<file path="config.mk">
export PLATFORM = sky130hd
export DESIGN_NAME = mulmod4591
export DESIGN_NICKNAME = d
export VERILOG_FILES = /design/src/rtl/mulmod4591.sv
export SDC_FILE = /design/constraint.sdc
export NUM_CORES = 1
export LEC_CHECK = 0
export CAP_MARGIN = 20
export CORE_MARGIN = 5
export CORE_UTILIZATION = 55
export DETAILED_ROUTE_END_ITERATION = 12
export HOLD_SLACK_MARGIN = 0.1
export PLACE_DENSITY = 0.68
export RECOVER_POWER = 100
export SLEW_MARGIN = 10
export SYNTH_ARGS = -nofsm -noshare
export SYNTH_HDL_FRONTEND = slang
export SYNTH_SLANG_ARGS = --single-unit
</file>
<file path="constraint.sdc">
create_clock -name clk -period 28.3 [get_ports clk]
set_input_delay 5.66 -clock clk [delete_from_list [all_inputs] [get_ports clk]]
set_output_delay 5.66 -clock clk [all_outputs]
set_load 0.01 [all_outputs]
</file>
<file path="src/rtl/mulmod4591.sv">
// Pipelined modular multiplier over Z/4591: out = (in_a * in_b) mod 4591.
// Three register stages (operands, product, Barrett-reduced result) gated by en.
module mulmod4591 (
  input  logic        clk,
  input  logic        reset,
  input  logic        en,
  input  logic        in_valid,
  input  logic [15:0] in_a,
  input  logic [15:0] in_b,
  output logic [15:0] out,
  output logic        out_valid,
  output logic        err
);

  localparam int unsigned Q         = 4591;
  localparam int unsigned W         = 16;
  localparam int unsigned BARRETT_K = 26;
  localparam int unsigned BARRETT_M = 14617;
  localparam int unsigned AW        = 13;  // holds 0..Q-1
  localparam int unsigned PW        = 25;  // holds (Q-1)^2
  localparam int unsigned MW        = 39;  // holds (Q-1)^2 * BARRETT_M

  logic          in_range_c;
  logic [AW-1:0] a1, b1;
  logic          ok1, v1;
  logic [PW-1:0] p2;
  logic          ok2, v2;

  logic [MW-1:0] bar_prod_c;
  logic [AW-1:0] bar_q_c;
  logic [PW-1:0] bar_r0_c, bar_r1_c, bar_r2_c;

  assign in_range_c = (in_a < W'(Q)) && (in_b < W'(Q));

  // S1: capture operands; out-of-range pairs are zeroed so the multiply stays bounded
  always_ff @(posedge clk or negedge reset) begin
    if (!reset) begin
      a1  <= '0;
      b1  <= '0;
      ok1 <= 1'b0;
      v1  <= 1'b0;
    end else if (en) begin
      v1 <= in_valid;
      if (in_valid) begin
        ok1 <= in_range_c;
        a1  <= in_range_c ? AW'(in_a) : '0;
        b1  <= in_range_c ? AW'(in_b) : '0;
      end
    end
  end

  // S2: full product
  always_ff @(posedge clk or negedge reset) begin
    if (!reset) begin
      p2  <= '0;
      ok2 <= 1'b0;
      v2  <= 1'b0;
    end else if (en) begin
      v2 <= v1;
      if (v1) begin
        p2  <= PW'(a1) * PW'(b1);
        ok2 <= ok1;
      end
    end
  end

  // Barrett estimate undershoots the true quotient by at most 2, hence two correction steps
  always_comb begin
    bar_prod_c = MW'(p2) * MW'(BARRETT_M);
    bar_q_c    = AW'(bar_prod_c >> BARRETT_K);
    bar_r0_c   = p2 - (PW'(bar_q_c) * PW'(Q));
    bar_r1_c   = (bar_r0_c >= PW'(Q)) ? (bar_r0_c - PW'(Q)) : bar_r0_c;
    bar_r2_c   = (bar_r1_c >= PW'(Q)) ? (bar_r1_c - PW'(Q)) : bar_r1_c;
  end

  // S3: result register; data holds its last value across bubbles
  always_ff @(posedge clk or negedge reset) begin
    if (!reset) begin
      out       <= '0;
      out_valid <= 1'b0;
      err       <= 1'b0;
    end else if (en) begin
      out_valid <= v2;
      err       <= v2 & ~ok2;
      if (v2) begin
        out <= ok2 ? W'(bar_r2_c) : '0;
      end
    end
  end

endmodule

</file>
---- Word-level counts from Yosys, hierarchy flattened ----
Index checks and enable logic that the tools add are counted.
storage, ports and cells
  output and inout port bits .............. 18
  register bits after elaboration ......... 73
operators by class
  reductions and logical operators ........ 4
  multiplexer cells ....................... 5
  add/sub/neg operators ................... 3
  bitwise gates (word level) .............. 2
  order comparisons ....................... 4
  $mul .................................... 3
operators with widths
  operator                                                                                number
  25-bit by 13-bit greater-or-equal comparator with 1-bit output (second input constant)  2
  25-bit by 14-bit multiplier with 39-bit output (second input constant)                  1
  16-bit by 13-bit < comparator with 1-bit output (second input constant)                 2
  16-bit two-way mux                                                                      2
  13-bit two-way mux                                                                      2
  13-bit by 13-bit multiplier with 25-bit output                                          1
  13-bit by 13-bit multiplier with 25-bit output (second input constant)                  1
  25-bit two-way mux                                                                      1
  25-bit by 13-bit subtractor with 25-bit output (second input constant)                  1
  25-bit subtractor                                                                       1
  16-bit by 13-bit subtractor with 16-bit output (second input constant)                  1
  2-bit AND reduction                                                                     3
  1-bit AND                                                                               1
  1-bit logical AND                                                                       1
  1-bit NOT                                                                               1

---- Longest topological paths before layout ----
  word-level depth ........................ 8
  gate-level depth with buffers ........... 66
  gate-level depth less buffers ........... 61

---- Worst setup path before layout ----
No wires, ideal clock.
  path kind ............................... register to register
  start point ............................. reg p2[10]
  end point ............................... reg out[14]
  clock period less this slack ............ 14,561 ps
  cell stages (with the launch flop) ...... 62
  arrival ................................. 14,465 ps
  buffers on the path ..................... 3
  slack ................................... 13,739 ps
  path through ............................ dfrtp_1 > inv_1 > fa_1 > inv_1 > fa_1 > ha_1 > inv_1 > fa_1 > inv_1 > fa_1 > inv_1 > fa_1 > inv_1 > ha_1 > and4_1 > nand4_1 > nand2b_1 > nand3_2 > [... 26 more ...] > or4_1 > buf_2 > or3_1 > buf_2 > buf_2 > nand2_1 > o21ai_0 > ha_1 > nand3b_1 > nor3_1 > o32a_1 > a211oi_1 > and2_4 > nor3_2 > or2_1 > a31oi_1 > xnor2_1 > o31ai_1
between the ends
  cells in the longest elaborated chain, start to end .. 8
  elaborated cells between the ends (all ways) .. 10
  those cells by class .................... 3 x add/sub; 2 x mul; 2 x order compare; 3 x mux
RTL lines
  element                                                                                                                           RTL line  source
  start: declaration                                                                                                                26        logic [PW-1:0] p2;
  start signal: assignment                                                                                                          61        p2 <= PW'(a1) * PW'(b1);
  25-bit by 14-bit multiplier with 39-bit output                                                                                    69        bar_prod_c = MW'(p2) * MW'(BARRETT_M);
  13-bit by 13-bit multiplier with 25-bit output                                                                                    71        bar_r0_c = p2 - (PW'(bar_q_c) * PW'(Q));
  25-bit subtractor (*)                                                                                                             71
  25-bit by 13-bit subtractor with 25-bit output or 25-bit by 13-bit greater-or-equal comparator with 1-bit output (tied branches)  72        bar_r1_c = (bar_r0_c >= PW'(Q)) ? (bar_r0_c - PW'(Q)) : bar_r0_c;
  25-bit two-way mux (*)                                                                                                            72
  25-bit by 13-bit greater-or-equal comparator with 1-bit output or 16-bit by 13-bit subtractor with 16-bit output (tied branches)  73        bar_r2_c = (bar_r1_c >= PW'(Q)) ? (bar_r1_c - PW'(Q)) : bar_r1_c;
  16-bit two-way mux (*)                                                                                                            73
  16-bit two-way mux (*)                                                                                                            86        out <= ok2 ? W'(bar_r2_c) : '0;
  end signal: assignment                                                                                                            86
  end: declaration                                                                                                                  10        output logic [15:0] out,
Every way passes the cells marked *; elsewhere a longest branch is shown, timed or not.
A chain may end at the register's enable or synchronous reset.

---- Worst setup path after layout ----
  start point ............................. reg p2[10]
  end point ............................... reg out[3]
Same word-level chain as after synthesis.

==> results.ini <==
[route]
drc_errors = 0
finalWirelength_mm = 45.72
drt_iter0_markers = 665
num_vias = 14600
wl_per_cell_um = 17.11
drt-pass1-iter-count = 5
detail-route-antenna-nets = 0
via_per_inst = 5.464

[placed_design]
placed_cells = 2655
hpwl_mm = 39.18
pre_cts_ws_ns = 11.89
placed_area_um2 = 20760
place_congestion = 0.9098
portBuffers = 53

[logic_synthesis]
syn_nets = 2872
synth_area_leaders = fa_1 (31%), ha_1 (21%), inv_1 (9.9%)
yosysTopAreaCell = fa_1
yosysTopAreaCellShare = 0.3096
avgSynthCellArea_um2 = 9.052
synth-seq-cells = 73
synth_edf_count = 0
synthCells = 2193
ys.flop_type = dfrtp_1
async_flop_share = 1.000
synthDistinctLibCells = 87
synth-warning-count = 0
syn_area_um2 = 19850
synth_seq_area_share = 0.09203

[final_layout]
final_cell_mix = inv_1 (524), ha_1 (336), fa_1 (307)
area_growth_pct = 5.969
n_antenna_cell = 0
seq_area_um2 = 1827
drive_gt1_frac = 0.02307
layout.cells.non_filler = 2672
final_common_cell = inv_1
layout.nets = 2885
final_area_um2 = 21040
fin_util = 0.5914
final.fill_count = 3148
multiInputGateArea_um2 = 15800

[clock_network]
cts_max_path_buffers = 2
cts_tree = yes
post_cts_buffers = 0
cts_made_buffers = 9
cts_root_buffer = clkbuf_16
cts_hold_buffers = 0
numClockSinks = 73
clk_latency_ns = 0.36
path_clk_slew_ns = 0.07
cts_resized = 0
htree_levels = 3

[outcome]
violations = max-capacitance violations, max-slew violations
status = finished, violations left

[critical_path]
startpoint = p2[10]$_DFFE_PN0P_
r2r_setup_slack_ns = 11.44
cp_slowest_cell = or4_1
required_ns = 28.51
r2r-end = out[3]$_DFFE_PN0P_
cp-end-kind = register
r2r-start = p2[10]$_DFFE_PN0P_
arrival_ns = 17.07
rr_worst_depth = 58
critPathMaxFanout = 15
cp_common_cell = fa_1
critPathLaunchType = register
critPathMaxStageDelay_ns = 0.68
endpoint = out[3]$_DFFE_PN0P_
worst-setup-path-type = reg -> reg

[timing]
slew_viol_final = 122
hold_slack_ns = 0.4798
hold_viol = 0
rsz0062_at_grt = no
fin_crit_sh = 0.5956
fin_worst_skew_ns = 0.01738
finalSetupViolCount = 0
setup_ws_ns = 11.44
fin_setup_tns_ns = 0
max_freq_mhz = 59.33
worst_pin_slew_ns = 4.204
maxSlewHeadroom = -1.802
fin_crit_ns = 16.86

[hold_path]
hp-class = reg -> reg

[floorplan]
die_w_um = 200.0
dieArea_um2 = 39990
die_h_um = 200.0
initial_core_util = 0.5581
num_io_pins = 54
coreArea_um2 = 35570
row_count = 69

[global_routing]
grt_pass1_vias = 15520
groute.usage.overall = 0.2418
antenna_found_initial = 0
grt-ovfl-total = 0
grt_max_degree = 74
grt_pass1_wl_mm = 77.72

[run]
cap_violations = 2

[pwr]
power_uw = 342.1
leakage_nw = 11.49
powerDensity_nw_per_um2 = 16.26
irDropWorstVdd_mv = 0.02161

## cells by family (layout without fill, tap and decap cells)
logic type / Yosys count / in the layout / synth area share
flops: 73 / 73 / 0.09203
fa+ha+maj: 643 / 643 / 0.5214
simple gates: 491 / 491 / 0.1225
buf+inv: 581 / 599 / 0.1109
xor+xnor: 87 / 87 / 0.03839
mux: 15 / 15 / 0.008068
compound gates: 303 / 303 / 0.1067
## cell usage after synthesis (7+ instances only)
cell type and instances:
inv_1 524, ha_1 336, fa_1 307, nand2_1 182, and2_1 90, dfrtp_1 73
a21oi_1 69, nor2_1 69, xnor2_1 65, o21ai_0 58, clkbuf_1 47, nor3_1 39
a22o_1 26, xor2_1 22, a21o_1 21, o21ai_1 18, nand3_1 17, o21bai_1 17
nand4_1 14, and3_1 13, a31oi_1 12, o31ai_1 12, nor4_1 10, nand2b_1 9
nor2b_1 9, buf_2 8, a211oi_1 7, mux2_2 7, mux2i_1 7, nand3b_1 7
or3_1 7
## worst max-delay path: cells and delay by family, from the launching register on
kind                       cells  cell delay (ns)
xor gates and xnor gates       4             1.00
AOI/OAI and AO/OA             13             3.32
buffers and inverters         10             1.01
adders and majority gates     16             6.76
DFF                            1             0.63
and+or+nand+nor               15             3.98
## registers in the layout (all words and copies together), names as in the netlist, 13 cells and up
signal,flops
p2,25
out,16
a1,13
b1,13
## area by class of cell
type,instances,share of cell area
Tap cell,461,0.02742
Multi-Input combinational cell,1539,0.7511
Clock buffer,9,0.01071
Sequential cell,73,0.08684
Inverter,524,0.09350
Clock inverter,7,0.003926
Timing Repair Buffer,59,0.02653
## where the power goes
| group | internal (mW) | switching, mW | leakage [nW] | total, mW |
|---|---|---|---|---|
| sequential | 0.105 | 0.00160 | 1.01 | 0.107 |
| combinational | 0.0444 | 0.0674 | 10.3 | 0.112 |
| clock | 0.0699 | 0.0534 | 0.145 | 0.123 |
## worst min-delay path by stage
stage                        start                   to  slack, ns  cells past startpoint
5_1_grt         out[4]$_DFFE_PN0P_   out[4]$_DFFE_PN0P_       0.50                      2
3_5_place_dp   out[14]$_DFFE_PN0P_  out[14]$_DFFE_PN0P_       0.48                      2
4_1_cts            ok2$_DFFE_PN0P_      err$_DFFE_PN0P_       0.49                      1
2_1_floorplan      ok2$_DFFE_PN0P_      err$_DFFE_PN0P_       0.44                      1
3_3_place_gp       ok2$_DFFE_PN0P_      err$_DFFE_PN0P_       0.46                      1
6_report       out[14]$_DFFE_PN0P_  out[14]$_DFFE_PN0P_       0.48                      2
## layer usage
metal  track usage  part of all wire  routed length [um]
met1        0.3194              0.44               19980
met2        0.4350              0.51               23490
met3       0.02299             0.032                1460
met4       0.05208             0.017                 790
met5             0                 0                   0
Power figures use the tool's default switching activity.
